===== src/rtl/mac_rx_rmii_front.sv =====
// RMII receive front end: registers CRS_DV/RXD, strips preamble/SFD and streams
// payload dibits into the rx dibit FIFO while tracking frame length and errors.
module mac_rx_rmii_front #(
  parameter int MIN_PRE_DIBITS = 8,
  parameter int MIN_DIBITS     = 256,
  parameter int MAX_DIBITS     = 6072,
  parameter int CNT_W          = 13
) (
  input  logic             clk,
  input  logic             rst,
  input  logic             I_crs_dv,
  input  logic [1:0]       I_rxd,
  input  logic             I_fifo_full,
  output logic             O_fifo_wr,
  output logic [1:0]       O_fifo_data,
  output logic             O_frame_start,
  output logic             O_frame_end,
  output logic             O_frame_err,
  output logic [CNT_W-1:0] O_dibit_cnt,
  output logic             O_busy
);

  localparam int PRE_W = $clog2(MIN_PRE_DIBITS + 1);
  localparam logic [PRE_W-1:0] PRE_MIN = PRE_W'(MIN_PRE_DIBITS);
  localparam logic [CNT_W-1:0] CNT_MIN = CNT_W'(MIN_DIBITS);
  localparam logic [CNT_W-1:0] CNT_MAX = CNT_W'(MAX_DIBITS);

  typedef enum logic [1:0] {IDLE, PRE, DATA, DROP} state_t;

  state_t           state, state_next;
  logic             crs_q;
  logic [1:0]       rxd_q;
  logic [PRE_W-1:0] pre_cnt, pre_cnt_next;
  logic [CNT_W-1:0] dibit_cnt, dibit_cnt_next;
  logic             bad_drop, bad_drop_next;
  logic             wr_next, start_next, end_next, err_next;

  always_ff @(posedge clk or posedge rst) begin
    if (rst) begin
      crs_q         <= 1'b0;
      rxd_q         <= 2'b00;
      state         <= IDLE;
      pre_cnt       <= '0;
      dibit_cnt     <= '0;
      bad_drop      <= 1'b0;
      O_fifo_wr     <= 1'b0;
      O_fifo_data   <= 2'b00;
      O_frame_start <= 1'b0;
      O_frame_end   <= 1'b0;
      O_frame_err   <= 1'b0;
    end else begin
      crs_q         <= I_crs_dv;
      rxd_q         <= I_rxd;
      state         <= state_next;
      pre_cnt       <= pre_cnt_next;
      dibit_cnt     <= dibit_cnt_next;
      bad_drop      <= bad_drop_next;
      O_fifo_wr     <= wr_next;
      O_fifo_data   <= rxd_q;
      O_frame_start <= start_next;
      O_frame_end   <= end_next;
      O_frame_err   <= err_next;
    end
  end

  assign O_dibit_cnt = dibit_cnt;
  assign O_busy      = (state != IDLE);

  always_comb begin
    state_next     = state;
    pre_cnt_next   = pre_cnt;
    dibit_cnt_next = dibit_cnt;
    bad_drop_next  = bad_drop;
    wr_next        = 1'b0;
    start_next     = 1'b0;
    end_next       = 1'b0;
    err_next       = 1'b0;
    case (state)
      IDLE: begin
        if (crs_q) begin
          if (rxd_q == 2'b01) begin
            state_next   = PRE;
            pre_cnt_next = PRE_W'(1);
          end else begin
            state_next    = DROP;
            bad_drop_next = 1'b0;
          end
        end
      end
      PRE: begin
        if (!crs_q) begin
          state_next = IDLE;
        end else if (rxd_q == 2'b01) begin
          if (pre_cnt < PRE_MIN) pre_cnt_next = pre_cnt + 1'b1;
        end else if (rxd_q == 2'b11 && pre_cnt >= PRE_MIN) begin
          state_next     = DATA;
          dibit_cnt_next = '0;
        end else begin
          state_next    = DROP;
          bad_drop_next = 1'b0;
        end
      end
      DATA: begin
        if (!crs_q) begin
          state_next = IDLE;
          end_next   = 1'b1;
          err_next   = (dibit_cnt < CNT_MIN) || (dibit_cnt[1:0] != 2'b00);
        end else if (I_fifo_full || dibit_cnt == CNT_MAX) begin
          // Overflow or over-length: abandon, report once carrier drops.
          state_next    = DROP;
          bad_drop_next = 1'b1;
        end else begin
          wr_next        = 1'b1;
          start_next     = (dibit_cnt == '0);
          dibit_cnt_next = dibit_cnt + 1'b1;
        end
      end
      DROP: begin
        if (!crs_q) begin
          state_next    = IDLE;
          end_next      = bad_drop;
          err_next      = bad_drop;
          bad_drop_next = 1'b0;
        end
      end
      default: state_next = IDLE;
    endcase
  end

endmodule


===== config.mk =====
export PLATFORM = sky130hd
export DESIGN_NAME = mac_rx_rmii_front
export DESIGN_NICKNAME = d
export VERILOG_FILES = /design/src/rtl/mac_rx_rmii_front.sv
export SDC_FILE = /design/constraint.sdc
export NUM_CORES = 1
export LEC_CHECK = 0
export CORE_MARGIN = 2
export CORE_UTILIZATION = 25
export CTS_CLUSTER_DIAMETER = 120
export CTS_CLUSTER_SIZE = 8
export DETAILED_ROUTE_END_ITERATION = 16
export PLACE_DENSITY_LB_ADDON = 0.25
export SYNTH_ARGS = -nofsm -noshare
export SYNTH_HDL_FRONTEND = slang
export SYNTH_SLANG_ARGS = --single-unit

===== constraint.sdc =====
create_clock -name clk -period 4.8 [get_ports clk]
set_input_delay 1.2 -clock clk [delete_from_list [all_inputs] [get_ports clk]]
set_output_delay 1.2 -clock clk [all_outputs]
set_load 0.005 [all_outputs]

==> results.sh, run 1 <==
export IMPL_rsz0062_at_grt="no"
export IMPL_crit_path_max_fanout=11
export IMPL_antenna_found_initial=0
export IMPL_final_cell_mix="dfrtp_1 (29), clkdlybuf4s50_1 (25), o21ai_0 (20)"
export IMPL_start_util_pct=26.1
export IMPL_fin_crit_sh_pct=57.5
export IMPL_grt_pass1_wl_microns=5350
export IMPL_syn_avg_cell_area_sq_um=9.44
export IMPL_place_ws_ns=1.85
export IMPL_critical_path_class="reg2out"
export IMPL_max_stage_delay_ns=0.50
export IMPL_power_density_mw_per_mm2=305
export IMPL_place_congestion=0.771
export IMPL_ant_nets=0
export IMPL_cts_tree="built"
export IMPL_ioPinCount=26
export IMPL_final_nets=193
export IMPL_synth_seq_cells=29
export IMPL_tightest_slew_ns=0.753
export IMPL_fin_setup_tns_ns=0
export IMPL_grt_overflow_total=0
export IMPL_cts_sinks=29
export IMPL_setup_violations=0
export IMPL_setup_ws_ns=2.04
export IMPL_cp_slowest_cell="dfrtp_1"
export IMPL_hold_viol=0
export IMPL_areaGrowthSynthToFinish_pct=27.3
export IMPL_netSwitchingPower_mw=0.149
export IMPL_startpoint_type="register"
export IMPL_maxCapViolCount=0
export IMPL_dpl_hpwl_microns=2300
export IMPL_power_share_combinational_pct=14.4
export IMPL_synth_area_leaders="dfrtp_1 (50%), o21ai_0 (6.9%), nand2_1 (3.9%), nor2_1 (3.9%), ha_1 (3.4%)"
export IMPL_cts_hold_buf=0
export IMPL_clockPowerShare_pct=35.2
export IMPL_placementRows=27
export IMPL_port_buffers=25
export IMPL_seq_power_share_pct=50.4
export IMPL_ys_types=30
export IMPL_via_per_inst=4.83
export IMPL_synth_top_area_share_pct=49.9
export IMPL_core_area_sq_mm=0.00557
export IMPL_power_total_mw=0.565
export IMPL_power_leakage_nw=0.779
export IMPL_yosys_warnings=0
export IMPL_postCtsSetupBuffers=0
export IMPL_layout_commonest_cell="dfrtp_1"
export IMPL_whs_ns=0.416
export IMPL_die_h_microns=80.3
export IMPL_diodes=0
export IMPL_holdCritPathClass="reg2reg"
export IMPL_yosys_area_top_type="dfrtp_1"
export IMPL_max_freq_mhz=362
export IMPL_routed_wl_microns=3200
export IMPL_numCtsBuffers=5
export IMPL_post_route_drc_count=0
export IMPL_worstPathRequired_ns=3.60
export IMPL_drv_slew=0
export IMPL_arrival_ns=1.56
export IMPL_fin_util_pct=33.2
export IMPL_min_period_ns=2.76
export IMPL_clockRootBuffer="clkbuf_8"
export IMPL_netlist_instances=154
export IMPL_switching_share_pct=26.4
export IMPL_ys_seq_area_share_pct=49.9
export IMPL_synth_nets=164
export IMPL_cts_resized=0
export IMPL_wire_per_inst_microns=12.6
export IMPL_dieArea_sq_mm=0.00644
export IMPL_dr_pass1_iters=4
export IMPL_synth_area_sq_mm=0.00145
export IMPL_vias=1231
export IMPL_drive_above_1_share_pct=7.10
export IMPL_path_clk_slew_ns=0.06
export IMPL_fill_cells=598
export IMPL_grt_util_all_layers_pct=10.8
export IMPL_clk_latency_ns=0.27
export IMPL_crit_path_end_kind="output port"
export IMPL_intPower_mw=0.416
export IMPL_drtIter0Drc=76
export IMPL_cts_max_level=2
export IMPL_cts_buffer_depth=2
export IMPL_slew_headroom_pct=49.8
export IMPL_status="complete, no violations"
export IMPL_crit_chain="or2_2 > clkdlybuf4s50_1"
export IMPL_first_global_vias=1131
export IMPL_clock_skew_final_ns=0.00123
export IMPL_dieWidth_microns=80.3
export IMPL_ir_drop_uv=150
export IMPL_grt_max_degree=30
==> stage by stage <==
| step | cells | instance area (sq um) |
|---|---|---|
| detailed placement | 248 | 1760 |
| CTS | 255 | 1850 |
| global route | 255 | 1850 |
| floorplan | 154 | 1450 |
| global placement | 248 | 1760 |
| finish | 255 | 1850 |
==> worst paths after layout <==
kind / start / endpoint / slack (ns) / cells past startpoint
setup reg to reg: state[0] / O_dibit_cnt[12] / 2.46 / 5
max in group asynchronous: rst / O_dibit_cnt[5] / 3.23 / 3
min in group asynchronous: rst / rxd_q[0] / 1.30 / 3
setup / recovery: state[0] / O_busy / 2.04 / 2
hold reg to reg: rxd_q[0] / O_fifo_data[0] / 0.42 / 0
hold / removal: rxd_q[0] / O_fifo_data[0] / 0.42 / 0
==> synthesized netlist by cell type <==
cell type  instances
a41oi_2            1
dfrtp_1           29
nand2b_1           4
inv_2              1
inv_1             10
nand3_1           10
o31ai_1            6
a21oi_1            9
nand2_1           15
nor2_1            15
ha_1               4
buf_6              3
and3_1             5
and2b_1            1
nor4_1             2
a2111oi_4          1
a21oi_2            1
a221oi_1           1
and4bb_2           1
or2_2              1
o22ai_1            1
or3_1              3
nor2b_1            2
o21ai_0           20
a41o_1             1
a311oi_1           1
a41oi_1            1
clkbuf_1           1
nor3_1             2
or4_1              2
==> power groups by stage <==
stage / Clock (mW) / Combinational (mW) / Sequential [mW]
final: 0.199 / 0.0816 / 0.285
after global routing: 0.218 / 0.0960 / 0.288
after CTS: 0.208 / 0.0840 / 0.285
after detailed placement: 0 / 0.0838 / 0.289
after global placement: 0 / 0.0821 / 0.289
after floorplan: 0 / 0.0535 / 0.283
==> layer usage <==
layer	routed length [microns]	vias up	track usage, %
li1	-	605	-
met1	1560	577	14.6
met2	1440	45	15.9
met3	153	4	2.81
met4	53	0	5.42
met5	0	-	0
==> state kept, by name, indices dropped and copies added (netlist names) <==
signal	cells
O_frame_start	1
O_frame_end	1
pre_cnt	4
bad_drop	1
O_dibit_cnt	13
crs_q	1
rxd_q	2
O_frame_err	1
O_fifo_data	2
state	2
O_fifo_wr	1
==> logic make-up (layout without fill, tap and decap cells) <==
kind of cell	after synthesis	after routing	synth area share, %
compound gates	43	43	19.6
fa+ha+maj	4	4	3.44
buf+inv	15	44	5.42
flops	29	29	49.9
simple gates	63	63	21.6
==> layout make-up <==
type,instances,area (sq um),area share [%]
flip-flops and latches,29,726,39.2
multi-input cells,110,649,35.1
repair buffers,26,258,13.9
well taps,72,90.1,4.87
clock buffers,7,86.3,4.67
inverters,11,41.3,2.23
==> worst max-delay path, delay by kind of cell (launching register included) <==
kind	cells	cell delay, ns
flip-flops	1	0.50
buffers and inverters	1	0.45
AND/OR/NAND/NOR	1	0.34
Note: power is estimated with default switching activity, not from simulation.
==> run 2: changes to the inputs <==
Clock period 4.8 ns to 2.68 ns, I/O delays scaled along.
==> run 2 against run 1 <==
  * Power up 87%
  * Non-clock buffer count is 2 higher
  * Final cell count up 1.2%
  * Largest power group unchanged
  * Sequential share of layout area decreased by 0.63 points
  * Critical path depth grew 5
  * First-iteration DRC count is 18% lower
  * Global-route usage is 0.50 points higher
  * Highest routed layer unchanged
  * Critical endpoint is now O_dibit_cnt[11]
  * Utilization rose by 0.54 points
  * Count of clock-buffer cells in the layout unchanged
==> results.sh, run 2 (synthesized netlist as in run 1, its figures left out) <==
export IMPL_status="complete, no violations"
export IMPL_dieWidth_microns=80.3
export IMPL_cts_max_level=2
export IMPL_areaGrowthSynthToFinish_pct=29.3
export IMPL_crit_path_end_kind="register"
export IMPL_drv_slew=0
export IMPL_cts_resized=0
export IMPL_drive_above_1_share_pct=9.14
export IMPL_dpl_hpwl_microns=2230
export IMPL_clock_skew_final_ns=0.00517
export IMPL_hold_end="O_fifo_data[0]"
export IMPL_clk_latency_ns=0.28
export IMPL_clockPowerShare_pct=37.9
export IMPL_hp_start="rxd_q[0]"
export IMPL_cts_tree="built"
export IMPL_routed_wl_microns=3190
export IMPL_intPower_mw=0.773
export IMPL_fin_util_pct=33.7
export IMPL_grt_util_all_layers_pct=11.3
export IMPL_maxCapViolCount=0
export IMPL_hold_depth=0
export IMPL_crit_chain="inv_1 > ha_1 > nor2b_1 > a41oi_2 > a21oi_2 > o21ai_0 > a21oi_1"
export IMPL_cts_sinks=29
export IMPL_regToRegStartpoint="O_dibit_cnt[0]"
export IMPL_antenna_found_initial=0
export IMPL_worstPathRequired_ns=2.88
export IMPL_largest_register_ffs=13
export IMPL_r2r_setup_slack_ns=0.42
export IMPL_final_nets=195
export IMPL_max_freq_mhz=443
export IMPL_holdCritPathClass="reg2reg"
export IMPL_numCtsBuffers=5
export IMPL_vias=1232
export IMPL_via_per_inst=4.78
export IMPL_power_density_mw_per_mm2=561
export IMPL_startpoint_type="register"
export IMPL_ir_drop_uv=204
export IMPL_place_ws_ns=0.280
export IMPL_start_util_pct=26.1
export IMPL_max_stage_delay_ns=0.65
export IMPL_fin_crit_sh_pct=84.2
export IMPL_reg2reg_to="O_dibit_cnt[11]"
export IMPL_slew_headroom_pct=50.9
export IMPL_rr_worst_depth=7
export IMPL_seq_power_share_pct=48.2
export IMPL_clockRootBuffer="clkbuf_8"
export IMPL_min_period_ns=2.26
export IMPL_netSwitchingPower_mw=0.282
export IMPL_grt_pass1_wl_microns=5510
export IMPL_setup_violations=0
export IMPL_post_route_drc_count=0
export IMPL_setup_ws_ns=0.424
export IMPL_first_global_vias=1098
export IMPL_power_share_combinational_pct=13.9
export IMPL_port_buffers=25
export IMPL_crit_path_max_fanout=20
export IMPL_switching_share_pct=26.7
export IMPL_ant_nets=0
export IMPL_cp_slowest_cell="a21oi_2"
export IMPL_cts_hold_buf=0
export IMPL_cts_buffer_depth=2
export IMPL_final_cell_mix="dfrtp_1 (29), clkdlybuf4s50_1 (25), o21ai_0 (20)"
export IMPL_critical_path_class="reg2reg"
export IMPL_fill_cells=583
export IMPL_layout_commonest_cell="dfrtp_1"
export IMPL_drtIter0Drc=62
export IMPL_rsz0062_at_grt="no"
export IMPL_hold_viol=0
export IMPL_path_clk_slew_ns=0.06
export IMPL_tightest_slew_ns=0.737
export IMPL_power_leakage_nw=0.800
export IMPL_ioPinCount=26
export IMPL_dr_pass1_iters=4
export IMPL_grt_max_degree=30
export IMPL_diodes=0
export IMPL_place_congestion=0.770
export IMPL_die_h_microns=80.3
export IMPL_grt_overflow_total=0
export IMPL_arrival_ns=2.46
export IMPL_postCtsSetupBuffers=0
export IMPL_power_total_mw=1.06
export IMPL_placementRows=27
export IMPL_wire_per_inst_microns=12.4
export IMPL_fin_setup_tns_ns=0
export IMPL_core_area_sq_mm=0.00557
export IMPL_dieArea_sq_mm=0.00644
-- run 2: cell count changes in the layout (fill, tap and decap cells not counted), sizes merged --
cell    delta
buf        +2
clkinv     +1
-- run 2: layout make-up --
| class | count | area [sq um] | area share [%] |
|---|---|---|---|
| clock buffers | 7 | 96.3 | 5.12 |
| well taps | 72 | 90.1 | 4.79 |
| multi-input cells | 110 | 649 | 34.5 |
| clock inverters | 1 | 5.00 | 0.266 |
| repair buffers | 28 | 273 | 14.5 |
| inverters | 11 | 41.3 | 2.20 |
| flip-flops and latches | 29 | 726 | 38.6 |
-- run 2: per-layer routing --
layer  share of wire, %  global-route usage, %
met5                  0                      0
met4                1.7                   5.08
met3                5.1                   3.71
met2                 43                   16.0
met1                 50                   15.6
-- run 2: power by group through the flow --
stage          logic (mW)  clock network (mW)  registers (mW)
2_1_floorplan      0.0958                   0           0.506
3_3_place_gp        0.147                   0           0.517
3_5_place_dp        0.148                   0           0.516
4_1_cts             0.149               0.414           0.509
5_1_grt             0.172               0.437           0.516
6_report            0.146               0.400           0.509
-- run 2: how the worst max path moves through the flow --
stage,from,end,slack [ns],cells after the start
2_1_floorplan,O_dibit_cnt[0],O_dibit_cnt[10],0.80,8
3_3_place_gp,I_fifo_full,O_dibit_cnt[12],0.30,5
3_5_place_dp,I_fifo_full,O_dibit_cnt[12],0.28,5
4_1_cts,state[0],O_busy,0.42,2
5_1_grt,O_dibit_cnt[0],O_dibit_cnt[5],0.21,7
6_report,O_dibit_cnt[0],O_dibit_cnt[11],0.42,7
-- run 2: per-stage QoR --
step | instance area, sq um | hold slack [ns] | instances
2_1_floorplan | 1450 | 0.375 | 154
3_3_place_gp | 1780 | 0.403 | 250
3_5_place_dp | 1780 | 0.414 | 250
4_1_cts | 1880 | 0.429 | 258
5_1_grt | 1880 | 0.444 | 258
6_report | 1880 | 0.417 | 258
-- run 2: critical path: cells and delay by family (launching register included) --
| family | cells | cell delay (ns) |
|---|---|---|
| AO/OA/AOI/OAI | 4 | 1.22 |
| adder cells (fa/ha/maj) | 1 | 0.19 |
| buffers and inverters | 1 | 0.08 |
| AND/OR/NAND/NOR | 1 | 0.26 |
| flip-flops | 1 | 0.44 |
